File: src/rtl/trit_pack_pkg.sv
// trit_pack_pkg: shared types, radix-3 weights and padding defaults for the trit block packer
package trit_pack_pkg;
  typedef enum logic [2:0] {IDLE, COLLECT, PAD, EMIT, DONE} state_e;
  localparam logic [7:0] POW3 [5] = '{8'd1, 8'd3, 8'd9, 8'd27, 8'd81};
  localparam logic [7:0] PAD_DOMAIN_DEF = 8'h06;
  localparam logic [7:0] PAD_FINAL_DEF = 8'h80;
  function automatic int msg_bytes(input int n);
    return (n + 4) / 5;
  endfunction
endpackage

File: src/rtl/trit_accum.sv
// trit_accum: reduces each byte mod 3 and packs groups of five trits into one radix-3 byte
//   clk, ovr_rst1 : clock, async active-high reset
//   in_byte, en   : byte to reduce and its transfer strobe
//   flush         : close the current group (with en) or just clear it (without en)
//   pack_byte     : accumulator including the current trit
//   packed_valid  : pack_byte is a finished byte to store this edge
module trit_accum
  import trit_pack_pkg::*;
(
  input  logic       clk,
  input  logic       ovr_rst1,
  input  logic [7:0] in_byte,
  input  logic       en,
  input  logic       flush,
  output logic [7:0] pack_byte,
  output logic       packed_valid
);
  logic [2:0] k_q, k_d;
  logic [7:0] acc_q, acc_d;
  logic [1:0] t;
  logic [7:0] term;
  logic       clr;
  assign t = 2'(in_byte % 8'd3);
  assign term = t == 2'd2 ? POW3[k_q] << 1 : t == 2'd1 ? POW3[k_q] : 8'd0;
  assign pack_byte = acc_q + term;
  assign packed_valid = en && (k_q == 3'd4 || flush);
  assign clr = packed_valid || flush;
  assign acc_d = clr ? 8'd0 : en ? pack_byte : acc_q;
  assign k_d = clr ? 3'd0 : en ? k_q + 3'd1 : k_q;
  always_ff @(posedge clk or posedge ovr_rst1) begin
    if (ovr_rst1) begin
      k_q <= '0;
      acc_q <= '0;
    end else begin
      k_q <= k_d;
      acc_q <= acc_d;
    end
  end
endmodule

File: src/rtl/trit_block_packer.sv
// trit_block_packer: packs mod-3 trits of a random byte stream into SHA3-padded rate blocks
//   clk, ovr_rst1        : clock, async active-high reset
//   start                : begin a message when idle
//   in_data/valid/ready  : random byte stream in
//   blk_data/valid/last/ready : rate block out to the hash core
//   busy, done, trit_cnt : message status
module trit_block_packer
  import trit_pack_pkg::*;
#(
  parameter int         N_TRITS    = 700,
  parameter int         RATE_BYTES = 136,
  parameter logic [7:0] PAD_DOMAIN = PAD_DOMAIN_DEF,
  parameter logic [7:0] PAD_FINAL  = PAD_FINAL_DEF
) (
  input  logic                             clk,
  input  logic                             ovr_rst1,
  input  logic                             start,
  input  logic [7:0]                       in_data,
  input  logic                             in_valid,
  output logic                             in_ready,
  output logic [RATE_BYTES*8-1:0]          blk_data,
  output logic                             blk_valid,
  output logic                             blk_last,
  input  logic                             blk_ready,
  output logic                             busy,
  output logic                             done,
  output logic [$clog2(N_TRITS+1)-1:0]     trit_cnt
);
  localparam int CW = $clog2(N_TRITS + 1);
  localparam int IW = $clog2(RATE_BYTES + 1);
  localparam int RB = RATE_BYTES * 8;
  state_e          state_q, state_d;
  logic [RB-1:0]   buf_q, buf_d;
  logic [IW-1:0]   idx_q, idx_d;
  logic [CW-1:0]   cnt_q, cnt_d;
  logic            last_q, last_d;
  logic            xfer, last_trit, full, has_room, msg_end, pv;
  logic [7:0]      pack_byte;
  assign xfer = state_q == COLLECT && in_valid;
  assign last_trit = xfer && cnt_q == CW'(N_TRITS - 1);
  assign full = pv && idx_q == IW'(RATE_BYTES - 1);
  assign has_room = idx_q != IW'(RATE_BYTES);
  assign msg_end = cnt_q == CW'(N_TRITS);
  trit_accum u_accum (
    .clk          (clk),
    .ovr_rst1     (ovr_rst1),
    .in_byte      (in_data),
    .en           (xfer),
    .flush        (last_trit || (state_q == IDLE && start)),
    .pack_byte    (pack_byte),
    .packed_valid (pv)
  );
  always_comb begin
    state_d = state_q;
    buf_d = buf_q;
    idx_d = idx_q;
    cnt_d = cnt_q;
    last_d = last_q;
    unique case (state_q)
      IDLE: if (start) begin
        state_d = COLLECT;
        buf_d = '0;
        idx_d = '0;
        cnt_d = '0;
        last_d = 1'b0;
      end
      COLLECT: if (xfer) begin
        cnt_d = cnt_q + CW'(1);
        if (pv) begin
          for (int i = 0; i < RATE_BYTES; i++)
            if (idx_q == IW'(i)) buf_d[8*i +: 8] = pack_byte;
          idx_d = idx_q + IW'(1);
        end
        state_d = last_trit ? PAD : full ? EMIT : COLLECT;
        last_d = 1'b0;
      end
      // A message that fills its block exactly emits that block unpadded first;
      // the return trip through PAD with an empty buffer builds the pad-only block.
      PAD: begin
        state_d = EMIT;
        last_d = has_room;
        if (has_room) begin
          for (int i = 0; i < RATE_BYTES; i++)
            if (idx_q == IW'(i)) buf_d[8*i +: 8] = buf_q[8*i +: 8] ^ PAD_DOMAIN;
          buf_d[RB-1 -: 8] = buf_d[RB-1 -: 8] ^ PAD_FINAL;
        end
      end
      EMIT: if (blk_ready) begin
        buf_d = '0;
        idx_d = '0;
        state_d = last_q ? DONE : msg_end ? PAD : COLLECT;
      end
      DONE: state_d = IDLE;
      default: state_d = IDLE;
    endcase
  end
  always_ff @(posedge clk or posedge ovr_rst1) begin
    if (ovr_rst1) begin
      state_q <= IDLE;
      buf_q <= '0;
      idx_q <= '0;
      cnt_q <= '0;
      last_q <= 1'b0;
    end else begin
      state_q <= state_d;
      buf_q <= buf_d;
      idx_q <= idx_d;
      cnt_q <= cnt_d;
      last_q <= last_d;
    end
  end
  assign in_ready = state_q == COLLECT;
  assign blk_valid = state_q == EMIT;
  assign blk_last = blk_valid && last_q;
  assign blk_data = blk_valid ? buf_q : '0;
  assign busy = state_q != IDLE && state_q != DONE;
  assign done = state_q == DONE;
  assign trit_cnt = cnt_q;
endmodule

File: config.mk
export PLATFORM = sky130hd
export DESIGN_NAME = trit_block_packer
export DESIGN_NICKNAME = d
export VERILOG_FILES = /design/src/rtl/trit_pack_pkg.sv /design/src/rtl/trit_accum.sv /design/src/rtl/trit_block_packer.sv
export SDC_FILE = /design/constraint.sdc
export NUM_CORES = 2
export LEC_CHECK = 0
export ABC_AREA = 0
export CAP_MARGIN = 25
export CORE_AREA = 2 2 432 434
export CTS_BUF_LIST = sky130_fd_sc_hd__clkbuf_16
export CTS_CLUSTER_DIAMETER = 80
export DETAILED_ROUTE_END_ITERATION = 12
export DIE_AREA = 0 0 434 436
export GPL_ROUTABILITY_DRIVEN = 0
export MAX_ROUTING_LAYER = met4
export PLACE_DENSITY_LB_ADDON = 0.12
export SETUP_SLACK_MARGIN = 0.02
export SYNTH_ARGS = -nofsm -noshare
export SYNTH_HDL_FRONTEND = slang
export SYNTH_SLANG_ARGS = --single-unit
File: constraint.sdc
create_clock -name clk -period 70.7 [get_ports clk]
set_input_delay 10.605 -clock clk [delete_from_list [all_inputs] [get_ports clk]]
set_output_delay 10.605 -clock clk [all_outputs]
set_load 0.01 [all_outputs]
# == After elaboration in Yosys (flattened, before gate mapping) ==
# Memories as Yosys holds them, arrays and structs flattened.
# Index checks and enable logic that the tools add are counted.
# totals
rom_bits,64
regBits,1121
output_inout_bits,1103
n_memories,1
elab_cells,1451
in_bits,13
# op_classes
n_addsub,4
mux,308
reduce_logical,295
n_bitwise,139
div_mod_pow,1
n_lt_le_gt_ge,1
n_eq_ne,423
# mem_list
name,depth,width,rd,rd_ports_with_merged_regs,wr,line,rtl
(no name shown),8,8,1,0,0,trit_accum.sv:24,assign term = t == 2'd2 ? POW3[k_q] << 1 : t == 2'd1 ? POW3[k_q] : 8'd0;
# ops
cell,n
2-to-1 mux 1088 bit,6
case mux 1088 bit (4 select lines),1
2-to-1 mux 8 bit,148
AND reduction 8 bit,136
AND reduction 7 bit,137
"== test 8 x 7 -> 1 bit, second input constant",64
2-to-1 mux 3 bit,142
"inequality test 2 x 1 -> 1 bit, second input constant",139
"inequality test 2 bit, second input constant",138
NOT 2 bit,136
"== test 8 x 6 -> 1 bit, second input constant",32
"== test 8 x 5 -> 1 bit, second input constant",16
"== test 8 x 4 -> 1 bit, second input constant",8
"== test 8 bit, second input constant",8
"== test 8 x 3 -> 1 bit, second input constant",4
case mux 8 bit (3 select lines),1
"== test 10 bit, second input constant",2
2-to-1 mux 10 bit,2
case mux 10 bit (2 select lines),1
"== test 8 x 2 -> 1 bit, second input constant",2
case mux 3 bit (4 select lines),1
"adder 10 x 1 -> 10 bit, second input constant",1
AND reduction 3 bit,3
nonzero test 3 bit,3
other kinds (25),40

# == Longest topological paths before layout ==
# depth
ltp_word,11
depth_mapped,28
ltp_nobuf,25

# == Modules after synthesis ==
# Synthesis repeated with hierarchy kept, for this count alone.
# unflattened
cells_unflattened,4826
area_unflattened_um2,54773.8
# modules_own_cells
module,n_inst,cells_per_inst,seq_area_each_um2,area_per_inst_um2
trit_block_packer,1,4693,27776.6,53573.9
trit_accum,1,133,275.3,1199.9

# == Worst setup path after synthesis ==
# Ideal clock, no wire load.
# synth_path
kind,input port to flip-flop
start,input in_data[5]
end,register buf_q[15]
stages,27
setup_time_ns,0.065
arrival_time_ns,16.199
slack_ns,54.436
n_path_buf,3
required_time_ns,70.635
cell_sequence,buf_2 -> inv_1 -> mux2_2 -> o2bb2ai_1 -> nand3_1 -> ha_1 -> nor4_2 -> o21ai_0 -> ha_1 -> nor4bb_1 -> a22o_1 -> nor2_1 -> nor2_1 -> a21oi_1 -> o21ai_0 -> ha_1 -> a21o_1 -> a211oi_1 -> o21bai_1 -> o31ai_1 -> xor2_1 -> or3b_2 -> a211o_1 -> nand3_4 -> buf_6 -> buf_6 -> mux2_2
# synth_between
elab_chain_len,9
elab_cells_between_ends,10
cone_classes,add/sub: 1; div: 1; eq/ne: 2; mux: 6
# synth_lines
element,line,rtl
"start, declared",trit_block_packer.sv:18,"input logic [7:0] in_data,"
remainder unit 8 x 2 -> 8 bit (*),trit_accum.sv:23,assign t = 2'(in_byte % 8'd3);
== test 2 x 1 -> 1 bit,trit_accum.sv:24,
2-to-1 mux 8 bit,trit_accum.sv:24,
2-to-1 mux 8 bit (*),trit_accum.sv:24,
adder 8 bit (*),trit_accum.sv:25,assign pack_byte = acc_q + term;
2-to-1 mux 8 bit (*),trit_block_packer.sv:71,if (idx_q == IW'(i)) buf_d[8*i +: 8] = pack_byte;
2-to-1 mux 1088 bit (*),trit_block_packer.sv:69,if (pv) begin
2-to-1 mux 1088 bit (*),trit_block_packer.sv:67,COLLECT: if (xfer) begin
case mux 1088 bit (4 select lines) (*),trit_block_packer.sv:59,unique case (state_q)
"end signal, assigned",trit_block_packer.sv:106,buf_q <= buf_d;
"end, declared",trit_block_packer.sv:33,"logic [RB-1:0] buf_q, buf_d;"
# Mark *: on every way between the ends. The rest lies on a longest branch, timed or not. The select of a mux whose other input is x is not followed.
# A chain may end at the register's enable or synchronous reset.

# == Worst setup path in the final report ==
# layout_path
start,input in_data[6]
end,register buf_q[895]
# The elaborated chain is that of the path after synthesis.

==> summary.txt <==
Status
  – Status: finished clean

Drt
  – Via-per-instance ratio: 4.83
  – Initial DRT Pass Iterations: 5
  – DRT iter0 DRCs: 2730
  – WL/cell: 27.6 um
  – Drt drc: 0
  – DRT antenna net count: 0
  – Via Count: 39800
  – DRT Wirelength: 227000 um

Synth
  – Post-synth top cells: dfrtp_1 (1121), and2_1 (1101), mux2_2 (812), clkbuf_1 (304)
  – Cells after synthesis: 4640
  – Net Count, Synth: 4672
  – FFs w/ async S/R, synth: 100%
  – Synth top area share: 52.2%
  – Synthesis-stage register bit count: 1121
  – Synth top area cells: dfrtp_1 (52%), mux2_2 (17%), and2_1 (13%), o211ai_1 (3.8%), o21a_1 (3.8%)
  – Syn Area/Cell: 11.6 um^2
  – Leading area contributor after synthesis: dfrtp_1
  – Main synth FF type: dfrtp_1
  – Post-synth EDFFs: 0
  – Most frequent cell after synthesis: dfrtp_1
  – Post-Synthesis Cell Area: 0.0538 mm^2
  – Sequential share of the synthesized area: 52.2%
  – Netlist cell types: 71
  – Synth warnings: 0

Worst setup path
  – Critical Path RT: 71400 ps
  – CP most frequent cell: ha_1
  – Crit path kind: input pin to register
  – Slowest CP cell: buf_4
  – CP Capture Type: register
  – Critical Path Start Type: input pin
  – Crit Path Max Fanout: 68
  – Crit path largest cell delay: 660 ps
  – Crit path arrival time: 18270 ps
  – Worst reg-to-reg setup slack: 65800 ps

Place
  – Dpl cells: 7969
  – Placement Setup Slack: 52500 ps
  – Dpl hpwl: 157000 um
  – Port bufs: 1115

Clock network
  – CTS tree: done
  – Buffer levels on the longest clock path: 3
  – Clock Latency Late Sink: 800 ps
  – Root buf cell: clkbuf_16
  – H-tree levels: 4
  – Inserted Clock Buffers: 141
  – Clk slew on worst S/H paths: 60 ps
  – Hold-fix buffers at CTS: 0
  – Resized cells post-CTS: 0
  – Clock sink count: 1121
  – Post-CTS setup buffers: 0

Die
  – DIE AREA: 0.189 mm^2
  – Initial core utilization: 29.1%
  – Chip Width: 434 um
  – # rows: 158
  – Core Area: 0.185 mm^2
  – # IOs: 1116
  – Die H: 436 um

Cells and area
  – Layout cells sized above 1: 20.9%
  – Synthesis-to-layout area growth: 33.9%
  – Final non-filler cell total: 8225
  – Final nets: 5671

STA
  – Setup TNS: 0 ps
  – Slew Limit Headroom: 18.7%
  – Worst-Margin Slew: 1220 ps
  – Max Freq: 56.9 MHz
  – Worst Clk Skew: 24.6 ps
  – Final Hold Fails: 0
  – Setup ws final: 53130 ps
  – Final min period: 17570 ps
  – RSZ-0062 raised after global routing: no
  – Max Slew Vio Count: 0
  – Final setup viols: 0
  – Period utilization: 24.9%

Global route
  – Vias in the first global route: 40500
  – Congestion Overflow GR: 0
  – Largest net degree at the start of global routing: 252
  – Total GRT Usage: 24.3%
  – First-pass GRT wire length: 321000 um
  – Initial antenna violation count: 4

Power
  – VDD IR-drop max: 0.0215 mV
  – Pwr dens: 33.2 mW/mm^2
  – Pleak: 31.2 nW

Run
  – Max cap viols: 0

Worst hold path
  – Worst min path class: register to register
## layout by cell type (no fill, tap or decap), types with 6 or more instances in the layout
cell type / instances
a21o_1: 6
a21oi_1: 154
a22o_1: 15
and2_1: 1095
and3_1: 8
buf_16: 7
buf_4: 74
bufinv_16: 6
clkbuf_16: 144
clkdlybuf4s50_1: 1115
clkinv_1: 25
clkinv_2: 19
clkinv_8: 6
dfrtp_1: 1121
ha_1: 18
inv_1: 58
mux2_2: 812
nand2_1: 26
nand3_1: 10
nor2_1: 235
nor2_2: 6
nor2_4: 69
nor3_1: 10
nor3_2: 6
nor3b_1: 6
nor4_1: 6
o211ai_1: 271
o21a_1: 271
o21ai_0: 24
xnor2_1: 12
xor2_1: 6
## worst max-delay path: cells and delay by family
kind,cells,cell delay [ps]
buf+inv,2,1270
mux,2,590
simple gates,8,2170
compound gates,10,2320
fa+ha+maj,3,890
xor+xnor,1,220
## kinds of logic after synthesis
kind of cell / count (synthesis) / synth area share, %
AO/OA/AOI/OAI: 769 / 9.99
XOR/XNOR: 18 / 0.293
adder cells (fa/ha/maj): 19 / 0.456
buffers and inverters: 374 / 2.76
flip-flops: 1121 / 52.2
multiplexers: 814 / 17.0
AND/OR/NAND/NOR: 1525 / 17.3
## worst paths after layout
path / from / end / cells after the start
min in group asynchronous: ovr_rst1 / buf_q[491] / 2
setup / recovery: in_data[6] / buf_q[895] / 26
hold reg to reg: buf_q[356] / buf_q[356] / 1
max in group asynchronous: ovr_rst1 / buf_q[901] / 7
hold / removal: buf_q[356] / buf_q[356] / 1
setup reg to reg: state_q[1] / buf_q[51] / 12
## through the flow
stage                     power [W]  hold WS (ps)  instance area (um^2)  utilization, %
final                       0.00239           495                 72000            39.0
after global routing        0.00253           503                 72000            39.0
after CTS                   0.00242           499                 71800            38.9
after detailed placement    0.00172           487                 67500            36.6
after global placement      0.00170           480                 67400            36.5
after floorplan             0.00145           442                 53800               -
## final cells by class
cell class,count,area [um^2]
timing repair buffer,1206,12100
antenna,2,5.00
multi-input combinational,3145,24300
clock inverter,103,718
inverter,24,105
fill,18300,113000
tap,2480,3100
sequential,1121,28100
clock buffer,144,3600
## power by group
part           internal [W]  switching, W
Sequential         0.000839      0.000112
Combinational      0.000292      0.000454
Clock              0.000391      0.000298
Total               0.00152      0.000865
## flip-flops by register name, indices dropped and copies added (netlist names)
register,cells
buf_q,1088
trit_cnt,10
idx_q,8
u_accum.acc_q,8
state_q,3
u_accum.k_q,3
last_q,1
## layer usage
layer	vias up	routed length [um]	GRT usage [%]	share of wire [%]
met2	1023	112000	39.9	49
li1	18000	-	-	-
met1	20500	95100	29.5	42
met5	-	0	-	0
met4	0	7990	8.00	3.5
met3	260	12800	5.44	5.6
Note: power is estimated with default switching activity, not from simulation.
